==> src/rtl/sseg_pkg.sv <==
// Shared constants and types for the seven-segment scan driver.
// Segment patterns are active low, bit6 = g ... bit0 = a.
package sseg_pkg;

   localparam logic [6:0] SEG_BLANK = 7'h7F;

   localparam logic [6:0] SEG_TABLE [16] = '{
      7'b1000000, 7'b1111001, 7'b0100100, 7'b0110000,
      7'b0011001, 7'b0010010, 7'b0000010, 7'b1111000,
      7'b0000000, 7'b0010000, 7'b0001000, 7'b0000011,
      7'b1000110, 7'b0100001, 7'b0000110, 7'b0001110
   };

   typedef struct packed {
      logic [3:0] hex;
      logic       dp;
      logic       en;
   } digit_t;

endpackage

==> src/rtl/sseg_scan_driver_if.sv <==
// Application-side load bus and board-pin outputs of the scan driver.
// The brightness signal exists only when SSEG_BRIGHTNESS_EN is defined.
interface sseg_scan_driver_if #(parameter int NUM_DIGITS = 8);

   logic                      load;
   logic [4*NUM_DIGITS-1:0]   hex_in;
   logic [NUM_DIGITS-1:0]     dp_in;
   logic [NUM_DIGITS-1:0]     en_in;
`ifdef SSEG_BRIGHTNESS_EN
   logic [3:0]                brightness;
`endif
   logic [NUM_DIGITS-1:0]     AN;
   logic [6:0]                sseg;
   logic                      DP;
   logic                      frame_tick;
   logic                      pending;

   // load is a single-cycle strobe with no ready: the driver always accepts it.
`ifdef SSEG_BRIGHTNESS_EN
   modport master (output load, hex_in, dp_in, en_in, brightness,
                   input  AN, sseg, DP, frame_tick, pending);
   modport slave  (input  load, hex_in, dp_in, en_in, brightness,
                   output AN, sseg, DP, frame_tick, pending);
`else
   modport master (output load, hex_in, dp_in, en_in,
                   input  AN, sseg, DP, frame_tick, pending);
   modport slave  (input  load, hex_in, dp_in, en_in,
                   output AN, sseg, DP, frame_tick, pending);
`endif

endinterface

==> src/rtl/sseg_scan_driver_seg_decode.sv <==
// Combinational hex nibble to active-low seven-segment pattern.
module seg_decode
   import sseg_pkg::*;
(
   input  logic [3:0] i_hex,
   output logic [6:0] o_seg
);

   assign o_seg = SEG_TABLE[i_hex];

endmodule

==> src/rtl/sseg_scan_driver.sv <==
// Time-multiplexed eight-digit seven-segment driver with frame-synchronous
// double buffering. Optional PWM dimming under SSEG_BRIGHTNESS_EN.
module sseg_scan_driver
   import sseg_pkg::*;
#(
   parameter int NUM_DIGITS   = 8,
   parameter int DIGIT_CYCLES = 100000,
   parameter int BLANK_CYCLES = 1000
)(
   input  logic               CLK100MHZ,
   input  logic               CPU_RESETN,
   sseg_scan_driver_if.slave  bus
);

   localparam int SW = (DIGIT_CYCLES > 1) ? $clog2(DIGIT_CYCLES) : 1;
   localparam int IW = (NUM_DIGITS > 1)   ? $clog2(NUM_DIGITS)   : 1;

   logic [SW-1:0]         r_slot_cnt;
   logic [IW-1:0]         r_idx;
   digit_t                r_active [NUM_DIGITS];
   digit_t                r_shadow [NUM_DIGITS];
   logic                  r_pending;
   logic [NUM_DIGITS-1:0] r_an;
   logic [6:0]            r_seg;
   logic                  r_dp;
   logic                  r_frame_tick;

   logic                  w_slot_last;
   logic                  w_frame_edge;
   logic                  w_blank;
   digit_t                w_cur;
   logic [6:0]            w_seg;

   assign w_slot_last  = (r_slot_cnt == SW'(DIGIT_CYCLES - 1));
   assign w_frame_edge = w_slot_last && (r_idx == IW'(NUM_DIGITS - 1));
   assign w_cur        = r_active[r_idx];

   // Blank interval at slot start keeps two anodes from overlapping.
`ifdef SSEG_BRIGHTNESS_EN
   assign w_blank = (r_slot_cnt < SW'(BLANK_CYCLES)) || !w_cur.en ||
                    (r_slot_cnt[3:0] > bus.brightness);
`else
   assign w_blank = (r_slot_cnt < SW'(BLANK_CYCLES)) || !w_cur.en;
`endif

   seg_decode u_seg_decode (
      .i_hex (w_cur.hex),
      .o_seg (w_seg)
   );

   always_ff @(posedge CLK100MHZ or negedge CPU_RESETN) begin
      if (!CPU_RESETN) begin
         r_slot_cnt   <= '0;
         r_idx        <= '0;
         r_pending    <= 1'b0;
         for (int k = 0; k < NUM_DIGITS; k++) begin
            r_active[k] <= '0;
            r_shadow[k] <= '0;
         end
         r_an         <= '1;
         r_seg        <= SEG_BLANK;
         r_dp         <= 1'b1;
         r_frame_tick <= 1'b0;
      end else begin
         if (w_slot_last) begin
            r_slot_cnt <= '0;
            r_idx      <= w_frame_edge ? '0 : r_idx + IW'(1);
         end else begin
            r_slot_cnt <= r_slot_cnt + SW'(1);
         end

         r_frame_tick <= w_frame_edge;

         // Old shadow is applied before a coincident load overwrites it.
         if (w_frame_edge && r_pending) begin
            for (int k = 0; k < NUM_DIGITS; k++) r_active[k] <= r_shadow[k];
         end

         if (bus.load) begin
            for (int k = 0; k < NUM_DIGITS; k++)
               r_shadow[k] <= {bus.hex_in[4*k +: 4], bus.dp_in[k], bus.en_in[k]};
            r_pending <= 1'b1;
         end else if (w_frame_edge) begin
            r_pending <= 1'b0;
         end

         r_an  <= w_blank ? '1 : ~(NUM_DIGITS'(1) << r_idx);
         r_seg <= w_blank ? SEG_BLANK : w_seg;
         r_dp  <= w_blank | ~w_cur.dp;
      end
   end

   assign bus.AN         = r_an;
   assign bus.sseg       = r_seg;
   assign bus.DP         = r_dp;
   assign bus.frame_tick = r_frame_tick;
   assign bus.pending    = r_pending;

endmodule

==> src/flat_wrapper.sv <==
// flat-port wrapper written by rule: the top's interface ports become plain ports
module sseg_scan_driver_flat import sseg_pkg::*;
#(
   parameter int NUM_DIGITS   = 8,
   parameter int DIGIT_CYCLES = 100000,
   parameter int BLANK_CYCLES = 1000
)
  (CLK100MHZ, CPU_RESETN, bus_load, bus_hex_in, bus_dp_in, bus_en_in, bus_AN, bus_sseg, bus_DP, bus_frame_tick, bus_pending);
  sseg_scan_driver_if #(.NUM_DIGITS(NUM_DIGITS)) bus_i ();
  input  logic CLK100MHZ;
  input  logic CPU_RESETN;
  input wire logic [$bits(bus_i.load)-1:0] bus_load;
  input wire logic [$bits(bus_i.hex_in)-1:0] bus_hex_in;
  input wire logic [$bits(bus_i.dp_in)-1:0] bus_dp_in;
  input wire logic [$bits(bus_i.en_in)-1:0] bus_en_in;
  output wire logic [$bits(bus_i.AN)-1:0] bus_AN;
  output wire logic [$bits(bus_i.sseg)-1:0] bus_sseg;
  output wire logic [$bits(bus_i.DP)-1:0] bus_DP;
  output wire logic [$bits(bus_i.frame_tick)-1:0] bus_frame_tick;
  output wire logic [$bits(bus_i.pending)-1:0] bus_pending;
  assign bus_i.load = bus_load;
  assign bus_i.hex_in = bus_hex_in;
  assign bus_i.dp_in = bus_dp_in;
  assign bus_i.en_in = bus_en_in;
  assign bus_AN = bus_i.AN;
  assign bus_sseg = bus_i.sseg;
  assign bus_DP = bus_i.DP;
  assign bus_frame_tick = bus_i.frame_tick;
  assign bus_pending = bus_i.pending;
  sseg_scan_driver #(.NUM_DIGITS(NUM_DIGITS), .DIGIT_CYCLES(DIGIT_CYCLES), .BLANK_CYCLES(BLANK_CYCLES)) u_core (.CLK100MHZ(CLK100MHZ), .CPU_RESETN(CPU_RESETN), .bus(bus_i));
endmodule
==> config.mk <==
export PLATFORM = sky130hd
export DESIGN_NAME = sseg_scan_driver_flat
export DESIGN_NICKNAME = d
export VERILOG_FILES = /design/src/rtl/sseg_pkg.sv /design/src/rtl/sseg_scan_driver_if.sv /design/src/rtl/sseg_scan_driver_seg_decode.sv /design/src/rtl/sseg_scan_driver.sv /design/src/flat_wrapper.sv
export SDC_FILE = /design/constraint.sdc
export NUM_CORES = 1
export LEC_CHECK = 0
export ABC_AREA = 1
export CELL_PAD_IN_SITES_DETAIL_PLACEMENT = 0
export CELL_PAD_IN_SITES_GLOBAL_PLACEMENT = 1
export CORE_MARGIN = 3
export CORE_UTILIZATION = 46
export DETAILED_ROUTE_END_ITERATION = 16
export HOLD_SLACK_MARGIN = 0.03
export PLACE_DENSITY_LB_ADDON = 0.1
export SYNTH_ARGS = -nofsm -noshare
export SYNTH_HDL_FRONTEND = slang
export SYNTH_SLANG_ARGS = --single-unit
==> constraint.sdc <==
create_clock -name CLK100MHZ -period 4.2 [get_ports CLK100MHZ]
set_clock_uncertainty 0.1 [all_clocks]
set_input_delay 0.42 -clock CLK100MHZ [delete_from_list [all_inputs] [get_ports CLK100MHZ]]
set_output_delay 0.42 -clock CLK100MHZ [all_outputs]
set_load 0.01 [all_outputs]
==> impl_metrics.ini <==
[timing]
rsz0062_at_grt = false
finalCritPeriodShare_pct = 69.8
relSlewSlack_pct = 44.1
fin_ws_ns = 1.27
min_period_ns = 2.93
fmax_mhz = 341
maxSlewViolCount = 0
setup_viol = 0
worst_pin_slew_ns = 0.838
setup_tns_ns = 0
finalHoldViolCount = 0

[final_layout]
fillers = 1167
final_layout_size_suffix_gt1_share_pct = 10.5
areaGrowthSynthToFinish_pct = 22.0
seqCellArea_sq_mm = 0.00337
diodes = 0
nNetsFinal = 866
final_common_cell = nand2_1
final_cell_mix = nand2_1, dfrtp_1, inv_1, nand3_1, clkdlybuf4s50_1
multi_input_area_sq_mm = 0.00234

[die]
dieHeight_um = 122
die_area_sq_mm = 0.0150
fp-row-count = 41
die_x_um = 122
core-area_sq_mm = 0.0129
initial_utilization_pct = 48.2
ios = 69

[setup_path]
cp.arrival_ns = 3.11
cp.depth = 7
worst-r2r-cell-count = 7
crit_type = reg2reg
critPathMaxFanout = 71
reg2reg_to = u_core.r_active[38]
crit_path_top_delay_cell = dfrtp_1
crit_path_end_kind = flip-flop
crit_buf_inv = 1
cpMostUsedCell = ha_1
required_ns = 4.38
critical_path.top_delay_family = simple AND/OR/NAND/NOR gates
crit_start = u_core.r_idx[0]
regToRegSetupSlack_ns = 1.27
start_kind = flip-flop
timing.rr.start = u_core.r_idx[0]
endpoint = u_core.r_active[38]
crit_chain = ha_1, ha_1, inv_1, nor2_8, nand2_4, nand2_1, o21ai_2
cp_slowest_stage_delay_ns = 0.77

[cts]
insertion_delay_ns = 0.42
cts_tree = built
cts_root_buf = clkbuf_16
cts_sinks = 134
cts_buffer_depth = 2
cts.clk_slew.worst_paths_ns = 0.05
cts_made_buffers = 17
htreeDepth = 4

[route]
drtAntennaViolNets = 0
post_drt_wl_per_cell_um = 12.9
drc = 0
vias_per_cell = 4.84
drt_iter0_markers = 326
vias = 4763
wirelength_mm = 12.7
dr.pass1.iters = 4

[global_route]
antenna_found_initial = 0
grt-ovfl-total = 0
grt_max_degree = 72
grt_usage_pct = 18.6
grt_pass1_wl_mm = 21.8
grt_pass1_vias = 4542

[synthesis]
synth_nets = 804
synthesis.area_sq_mm = 0.00623
ys_types = 30
synth_seq_area_share_pct = 54.1
netlist_instances = 741
yosysWarnings = 0
ys_ff_latch = 134
avgSynthCellArea_sq_um = 8.41

[pwr]
p_sw_w = 0.000616
combinationalPowerShare_pct = 4.4
switching_share_pct = 20.1
clockPowerShare_pct = 51.5
p_int_w = 0.00245
p_seq_share_pct = 44.1
powerDensity_mw_per_mm2 = 404
peakVddDrop_mv = 0.290
p_leak_nw = 3.81

[placement]
numPortBuffers = 68
place_congestion = 0.859
dp_slack_ns = 1.26
dp_hpwl_mm = 8.69

[worst_hold_path]
min_path_type = reg2reg

[run_status]
outcome = completed

[flow_run]
maxCapViolCount = 0
[registers in the layout, summed over array words and instances, names as in the netlist, 3 cells and up]
register and cells:
u_core.bus.AN 8, u_core.bus.sseg 7, u_core.r_active 48, u_core.r_idx 3, u_core.r_shadow 48, u_core.r_slot_cnt 17
[power groups by stage]
stage	clock (W)	sequential [W]	combinational, W
4_1_cts	0.00162	0.00135	0.000141
3_3_place_gp	0	0.00137	0.000135
3_5_place_dp	0	0.00137	0.000140
5_1_grt	0.00167	0.00136	0.000158
6_report	0.00158	0.00135	0.000136
2_1_floorplan	0	0.00137	0.0000539
[repair_timing]
item | CTS | global route
endpoints found under the hold margin | 3 | 0
resized for setup | 0 | 0
setup buffers | 0 | 0
hold buffers | 1 | 0
[cell families (layout without fill, tap and decap cells)]
| logic type | count (synthesis) | count (layout) | synth area share, % |
|---|---|---|---|
| AND/OR/NAND/NOR | 407 | 407 | 27.5 |
| flip-flops | 134 | 134 | 54.1 |
| buffers and inverters | 117 | 189 | 8.25 |
| AO/OA/AOI/OAI | 65 | 65 | 6.85 |
| adder cells (fa/ha/maj) | 12 | 12 | 2.41 |
| XOR/XNOR | 6 | 6 | 0.843 |
[worst min path at each step]
stage / from / cells after the start / to
after global routing: u_core.r_slot_cnt[0] / 1 / u_core.r_slot_cnt[0]
after CTS: u_core.r_slot_cnt[0] / 1 / u_core.r_slot_cnt[0]
after detailed placement: u_core.r_slot_cnt[0] / 1 / u_core.r_slot_cnt[0]
after global placement: u_core.r_slot_cnt[0] / 1 / u_core.r_slot_cnt[0]
after floorplan: CPU_RESETN / 0 / u_core.bus.frame_tick
final: u_core.r_slot_cnt[0] / 1 / u_core.r_slot_cnt[0]
[synthesized netlist by cell type]
master      n  area (sq um)
buf_2       6          30.0
o21ai_2    23           201
nand2_4     2          22.5
o211ai_1    1          7.51
dfstp_2    16           420
or2_2       3          18.8
dfrtp_1   118          2950
buf_4       4          30.0
o21ai_1     2          10.0
buf_6       7          78.8
nand4_1     6          37.5
inv_2       2          7.51
nand2_2     2          12.5
nand3_1    81           405
inv_1      81           304
o21ai_0    30           150
nor2_8      1          20.0
nor2_4      2          22.5
nor3_1      4          20.0
clkbuf_1   14          52.6
nor4_1      1          6.26
nand2_1   275          1030
clkinv_1    3          11.3
nor2_1     28           105
a32o_1      2          20.0
a21oi_1     6          30.0
ha_1       12           150
xor2_1      6          52.6
o31ai_1     1          7.51
and3_1      2          12.5
[per-layer routing]
layer	global-route usage, %	up-vias	routed length, um
li1	-	2435	-
met2	27.9	93	5740
met5	0	-	0
met4	6.02	0	185
met3	5.07	17	529
met1	26.4	2218	6260
[through the flow]
step / power [W] / hold slack, ns / area (sq um) / cells / utilization (%)
after floorplan: 0.00142 / 0.0244 / 6230 / 741 / -
after global placement: 0.00151 / 0.345 / 6970 / 955 / 53.9
after detailed placement: 0.00151 / 0.354 / 6970 / 955 / 53.9
after CTS: 0.00311 / 0.361 / 7600 / 985 / 58.8
after global routing: 0.00318 / 0.385 / 7600 / 985 / 58.8
final: 0.00307 / 0.358 / 7600 / 985 / 58.8
[final cells by class]
type | count | share of cell area [%]
clock buffers | 20 | 5.88
well taps | 172 | 2.83
flip-flops and latches | 134 | 44.4
multi-input cells | 490 | 30.8
clock inverters | 9 | 2.34
repair buffers | 74 | 9.48
inverters | 86 | 4.25
Note: power is estimated with default switching activity, not from simulation.
